===== config.mk =====
export PLATFORM = sky130hd
export DESIGN_NAME = magnitude_tracker
export DESIGN_NICKNAME = d
export VERILOG_FILES = /design/src/rtl/magnitude_tracker.sv
export SDC_FILE = /design/constraint.sdc
export NUM_CORES = 1
export LEC_CHECK = 0
export BUFFER_PORTS_ARGS = -buffer_cell sky130_fd_sc_hd__clkbuf_2
export CORE_AREA = 5 5 95 97
export CTS_BUF_LIST = sky130_fd_sc_hd__clkbuf_8
export DETAILED_ROUTE_END_ITERATION = 12
export DIE_AREA = 0 0 100 102
export GPL_TIMING_DRIVEN = 0
export PLACE_DENSITY = 0.51
export SLEW_MARGIN = 0
export SYNTH_ARGS = -nofsm -noshare
export SYNTH_HDL_FRONTEND = slang
export SYNTH_SLANG_ARGS = --single-unit

===== constraint.sdc =====
create_clock -name clk -period 7.1 [get_ports clk]
set_input_delay 1.42 -clock clk [delete_from_list [all_inputs] [get_ports clk]]
set_output_delay 1.42 -clock clk [all_outputs]
set_load 0.02 [all_outputs]

===== src/rtl/magnitude_tracker.sv =====
// magnitude_tracker: block averager over 2^LOG2_WIN accepted magnitude samples,
// feeding a debounced hysteresis alarm FSM.
// Optional peak-hold register is enabled by defining MAG_TRACK_PEAK_EN.
// Handshake: a sample transfers on a rising clk edge where mag_valid && mag_ready;
// mag_ready is simply ena (and low while rst_n is low), so nothing else stalls input.
// dbg_state_o exposes the alarm FSM: 0=LOW 1=PEND_HI 2=HIGH 3=PEND_LO.
module magnitude_tracker #(
   parameter int W        = 8,
   parameter int LOG2_WIN = 2,
   parameter int DEBOUNCE = 3
) (
   input  logic         clk,
   input  logic         rst_n,
   input  logic         ena,
   input  logic         mag_valid,
   input  logic [W-1:0] mag_in,
   output logic         mag_ready,
   input  logic [W-1:0] thr_hi,
   input  logic [W-1:0] thr_lo,
   input  logic         peak_clr,
   output logic [W-1:0] avg_out,
   output logic         avg_valid,
   output logic         alarm,
   output logic         alarm_edge,
   output logic [W-1:0] peak_out,
   output logic [1:0]   dbg_state_o
);

   localparam int AW = W + LOG2_WIN;
   localparam int DW = (DEBOUNCE < 2) ? 1 : $clog2(DEBOUNCE + 1);

   typedef enum logic [1:0] {
      ST_LOW     = 2'd0,
      ST_PEND_HI = 2'd1,
      ST_HIGH    = 2'd2,
      ST_PEND_LO = 2'd3
   } state_t;

   state_t              state_q, state_d;
   logic [DW-1:0]       dcnt_q, dcnt_d;
   logic [AW-1:0]       acc_q, acc_d;
   logic [AW-1:0]       sum;
   logic [LOG2_WIN-1:0] cnt_q, cnt_d;
   logic [W-1:0]        avg_q, avg_d;
   logic                avg_valid_q;
   logic                alarm_q, alarm_d;
   logic                edge_q, edge_d;
   logic                accept;
   logic                win_done;
   logic [W-1:0]        lo_eff;
   logic                qual_hi;
   logic                qual_lo;

   assign mag_ready = ena & rst_n;
   assign accept    = mag_valid & mag_ready;
   assign sum       = acc_q + AW'(mag_in);
   assign win_done  = accept & (cnt_q == '1);

   // Accumulator / window counter next state and the new average on window completion
   always_comb begin
      acc_d = acc_q;
      cnt_d = cnt_q;
      avg_d = avg_q;
      if (accept) begin
         if (win_done) begin
            acc_d = '0;
            cnt_d = '0;
            avg_d = sum[AW-1:LOG2_WIN];
         end else begin
            acc_d = sum;
            cnt_d = cnt_q + 1'b1;
         end
      end
   end

   // Release threshold is pulled below thr_hi when the pair is inverted, so hysteresis never collapses
   always_comb begin
      lo_eff = thr_lo;
      if (thr_lo >= thr_hi) begin
         lo_eff = (thr_hi == '0) ? '0 : (thr_hi - W'(1));
      end
      qual_hi = (avg_d >= thr_hi);
      qual_lo = (avg_d <= lo_eff);
   end

   // Alarm FSM next state; only evaluated on the edge that produces a new average
   always_comb begin
      state_d = state_q;
      dcnt_d  = dcnt_q;
      if (win_done) begin
         case (state_q)
            ST_LOW: begin
               if (qual_hi) begin
                  if (DEBOUNCE == 1) begin
                     state_d = ST_HIGH;
                  end else begin
                     state_d = ST_PEND_HI;
                     dcnt_d  = DW'(1);
                  end
               end
            end
            ST_PEND_HI: begin
               if (qual_hi) begin
                  if ((dcnt_q + DW'(1)) == DW'(DEBOUNCE)) begin
                     state_d = ST_HIGH;
                     dcnt_d  = '0;
                  end else begin
                     dcnt_d  = dcnt_q + DW'(1);
                  end
               end else begin
                  state_d = ST_LOW;
                  dcnt_d  = '0;
               end
            end
            ST_HIGH: begin
               if (qual_lo) begin
                  if (DEBOUNCE == 1) begin
                     state_d = ST_LOW;
                  end else begin
                     state_d = ST_PEND_LO;
                     dcnt_d  = DW'(1);
                  end
               end
            end
            ST_PEND_LO: begin
               if (qual_lo) begin
                  if ((dcnt_q + DW'(1)) == DW'(DEBOUNCE)) begin
                     state_d = ST_LOW;
                     dcnt_d  = '0;
                  end else begin
                     dcnt_d  = dcnt_q + DW'(1);
                  end
               end else begin
                  state_d = ST_HIGH;
                  dcnt_d  = '0;
               end
            end
            default: begin
               state_d = ST_LOW;
               dcnt_d  = '0;
            end
         endcase
      end
      alarm_d = (state_d == ST_HIGH) || (state_d == ST_PEND_LO);
      edge_d  = win_done & (alarm_d != alarm_q);
   end

   // State registers; ena low freezes everything and kills the pulses
   always_ff @(posedge clk or negedge rst_n) begin
      if (!rst_n) begin
         state_q     <= ST_LOW;
         dcnt_q      <= '0;
         acc_q       <= '0;
         cnt_q       <= '0;
         avg_q       <= '0;
         avg_valid_q <= 1'b0;
         alarm_q     <= 1'b0;
         edge_q      <= 1'b0;
      end else if (ena) begin
         state_q     <= state_d;
         dcnt_q      <= dcnt_d;
         acc_q       <= acc_d;
         cnt_q       <= cnt_d;
         avg_q       <= avg_d;
         avg_valid_q <= win_done;
         alarm_q     <= alarm_d;
         edge_q      <= edge_d;
      end else begin
         avg_valid_q <= 1'b0;
         edge_q      <= 1'b0;
      end
   end

   assign avg_out     = avg_q;
   assign avg_valid   = avg_valid_q & ena;
   assign alarm       = alarm_q;
   assign alarm_edge  = edge_q & ena;
   assign dbg_state_o = state_q;

`ifdef MAG_TRACK_PEAK_EN
   logic [W-1:0] peak_q;

   // Peak hold: clear-then-load when a clear coincides with an accepted sample
   always_ff @(posedge clk or negedge rst_n) begin
      if (!rst_n) begin
         peak_q <= '0;
      end else if (ena) begin
         if (peak_clr) begin
            peak_q <= accept ? mag_in : '0;
         end else if (accept && (mag_in > peak_q)) begin
            peak_q <= mag_in;
         end
      end
   end

   assign peak_out = peak_q;
`else
   logic unused_peak_clr;

   assign unused_peak_clr = peak_clr;
   assign peak_out        = '0;
`endif

endmodule

==> results by group <==
Synth
  • Synthesized cell area: 0.00236 sq mm
  • Seq cells post-synth: 27
  • Post-synth EDFFs: 0
  • Ys async rst share: 100%
  • Synthesis Warnings: 0
  • Main synth FF type: dfrtp_1
  • Syn avg cell area: 9.03 sq um
  • Syn Inst Count: 262
  • Distinct cells, synth: 55
  • Seq/Total Area, Yosys: 28.6%

Timing
  • Final min period: 4.96 ns
  • Highest Clock Rate: 202 MHz
  • Fin Clk Skew: 0.00249 ns
  • Setup violators final: 0
  • RSZ-0062 raised after global routing: no
  • Worst-Margin Slew: 0.746 ns
  • Endpoints failing hold: 0
  • Slew HR: 50.3%
  • Post-Route Setup TNS: 0 ns
  • Setup ws final: 2.14 ns
  • Final period util: 69.9%
  • Slew Limit Fails: 0

Clock tree
  • CTS tree: built
  • Post-CTS Hold Buffers: 0
  • CTS clk-pin slew, worst paths: 0.10 ns
  • Worst-Skew Late Latency: 0.28 ns
  • Clock sink count: 27
  • CTS Buf Count: 3
  • Maximum buffer depth of the clock tree: 2
  • CTS HTree Levels: 1
  • Root buffer cell: clkbuf_8
  • PostCTS Resize Cnt: 0
  • Post CTS Setup Buffer Count: 0

Power and ir drop
  • Static leakage: 1.43 nW
  • Max VDD drop: 0.000124 V
  • Cell area power density: 300 mW/mm^2

Global route
  • Pin count of the biggest net entering global routing: 30
  • Antenna violations before repair: 0
  • GR Overflow Total: 0
  • Global-route wire length before repair: 9190 microns
  • Total GRT Usage: 11.2%
  • Vias in the first global route: 1898

Placed design
  • GPL Wtd Cong: 0.753
  • Port Buffer Count: 41
  • Worst slack, placed: 1.88 ns
  • Placed cells: 415
  • DP HPWL: 4620 microns

Layout
  • Most frequent cells in the layout: clkbuf_2 (41), ha_1 (35), dfrtp_1 (27), o21ai_0 (26), nand2_1 (21)
  • Layout Area Growth over Synthesis: 17.2%
  • Most common cell after layout, fill and taps aside: clkbuf_2
  • Share of layout cells above drive strength 1: 22.3%
  • Fillers: 832
  • Antenna cells: 0
  • # nets final: 380
  • Post-Layout Cell Count: 419

Critical path
  • Critical path arrival: 5.13 ns
  • Setup crit start kind: primary input
  • R2R cell count: 14
  • CP Capture Type: flop
  • CP Max Fanout: 3
  • R2R Setup Slk: 2.98 ns
  • CP Data Required Time: 7.27 ns
  • RR Endpoint: alarm
  • Type of the worst setup path: in -> reg
  • Worst r2r src: acc_q[0]

Drt
  • 1st-iter DRT viols: 55
  • Final wirelength: 5630 microns
  • Vias per cell: 4.69
  • Router iterations before antenna repair: 4
  • DR vias: 1964
  • Drt wl/cell: 13.4 microns
  • DR DRC count: 0
  • ANT nets after route: 0

Floorplanning
  • Row cnt: 33
  • Initial Util: 29.4%
  • I/O pin total: 51
  • Die X: 100 microns
  • Core ar.: 0.00805 sq mm
  • Die area: 0.0102 sq mm
  • Die Y: 102 microns

Run
  • Total of max-cap violations: 0

Min path
  • Hold_sp: acc_q[3]
  • HP Class: reg -> reg
  • Worst Hold Depth: 2
  • Hold Path Sink: acc_q[3]

Outcome
  • Status: complete, no violations
[stage by stage]
| stage | utilization (%) | instance area (sq um) | hold WS [ns] | power, mW |
|---|---|---|---|---|
| after floorplan | - | 2390 | 0.453 | 0.612 |
| after global placement | 33.9 | 2730 | 0.472 | 0.737 |
| after detailed placement | 33.9 | 2730 | 0.481 | 0.750 |
| after CTS | 34.4 | 2770 | 0.504 | 0.842 |
| after global routing | 34.4 | 2770 | 0.520 | 0.922 |
| final | 34.4 | 2770 | 0.498 | 0.833 |
[layer usage]
layer | track usage (%) | part of all wire [%] | up-vias
met4 | 2.80 | 0.94 | 0
met1 | 15.8 | 52 | 884
met2 | 18.4 | 43 | 41
met5 | 0 | 0 | -
li1 | - | - | 1035
met3 | 1.43 | 3.5 | 4
[cell usage after synthesis, types with 2 or more instances]
master / number / area [sq um]
clkbuf_1: 4 / 15.0
ha_1: 35 / 438
dfrtp_1: 27 / 676
nor2b_1: 3 / 18.8
mux2_2: 6 / 67.6
and2_1: 5 / 31.3
a22o_1: 2 / 17.5
o31ai_1: 5 / 37.5
a31oi_1: 2 / 12.5
or4_1: 2 / 15.0
nand2b_1: 2 / 12.5
nand2_1: 21 / 78.8
xnor2_1: 7 / 61.3
a21oi_1: 13 / 65.1
a21o_1: 9 / 67.6
nor3_1: 2 / 10.0
buf_4: 8 / 60.1
nor2_1: 18 / 67.6
inv_1: 16 / 60.1
nand3_1: 5 / 25.0
o21ai_0: 26 / 130
xor2_1: 4 / 35.0
o21a_1: 2 / 15.0
mux2i_1: 7 / 70.1
[final cells by class]
| class | count | area, sq um | share of cell area, % |
|---|---|---|---|
| Multi-Input combinational cell | 212 | 1570 | 56.7 |
| Timing Repair Buffer | 41 | 205 | 7.40 |
| Clock buffer | 3 | 41.3 | 1.49 |
| Clock inverter | 1 | 3.75 | 0.135 |
| Buffer | 13 | 80.1 | 2.89 |
| Inverter | 17 | 63.8 | 2.30 |
| Tap cell | 105 | 131 | 4.74 |
| Sequential cell | 27 | 676 | 24.4 |
[cell families after synthesis]
family,share of synthesized area (%)
buffers and inverters,6.08
other,0.159
muxes,6.45
AOI/OAI and AO/OA,19.2
DFF,28.6
adders and majority gates,19.4
xor gates and xnor gates,4.07
and+or+nand+nor,16.1
[worst max path at each step]
stage | start | endpoint | slack, ns | cells after the start
floorplan | mag_in[0] | alarm | 2.35 | 14
global placement | mag_in[0] | alarm | 1.88 | 15
detailed placement | mag_in[0] | alarm | 1.88 | 15
CTS | mag_in[0] | alarm | 2.15 | 15
global route | mag_in[0] | alarm | 2.00 | 16
finish | mag_in[0] | alarm | 2.14 | 15
[power by group]
group / switching, mW / internal [mW] / total, mW
Clock: 0.0508 / 0.0389 / 0.0897
Sequential: 0.0434 / 0.214 / 0.257
Combinational: 0.283 / 0.203 / 0.486
Total: 0.377 / 0.456 / 0.833
[registers in the layout (all words and copies together), names as in the netlist]
name and count:
edge_q 1, avg_out 8, dcnt_q 2, alarm 1, cnt_q 2, avg_valid_q 1, acc_q 10, dbg_state_o 2
[worst max-delay path: stages]
cell and delay [ns]:
clkbuf_2 0.08, ha_1 0.23, fa_1 0.44, a211o_1 0.32
o211ai_1 0.09, a21oi_1 0.12, o22ai_1 0.28, xnor2_1 0.13
o21ai_0 0.33, ha_1 0.30, and4_2 0.19, or3_1 0.38
a311o_1 0.40, and2_4 0.17, mux2_4 0.25
(Power assumes the default switching activity.)
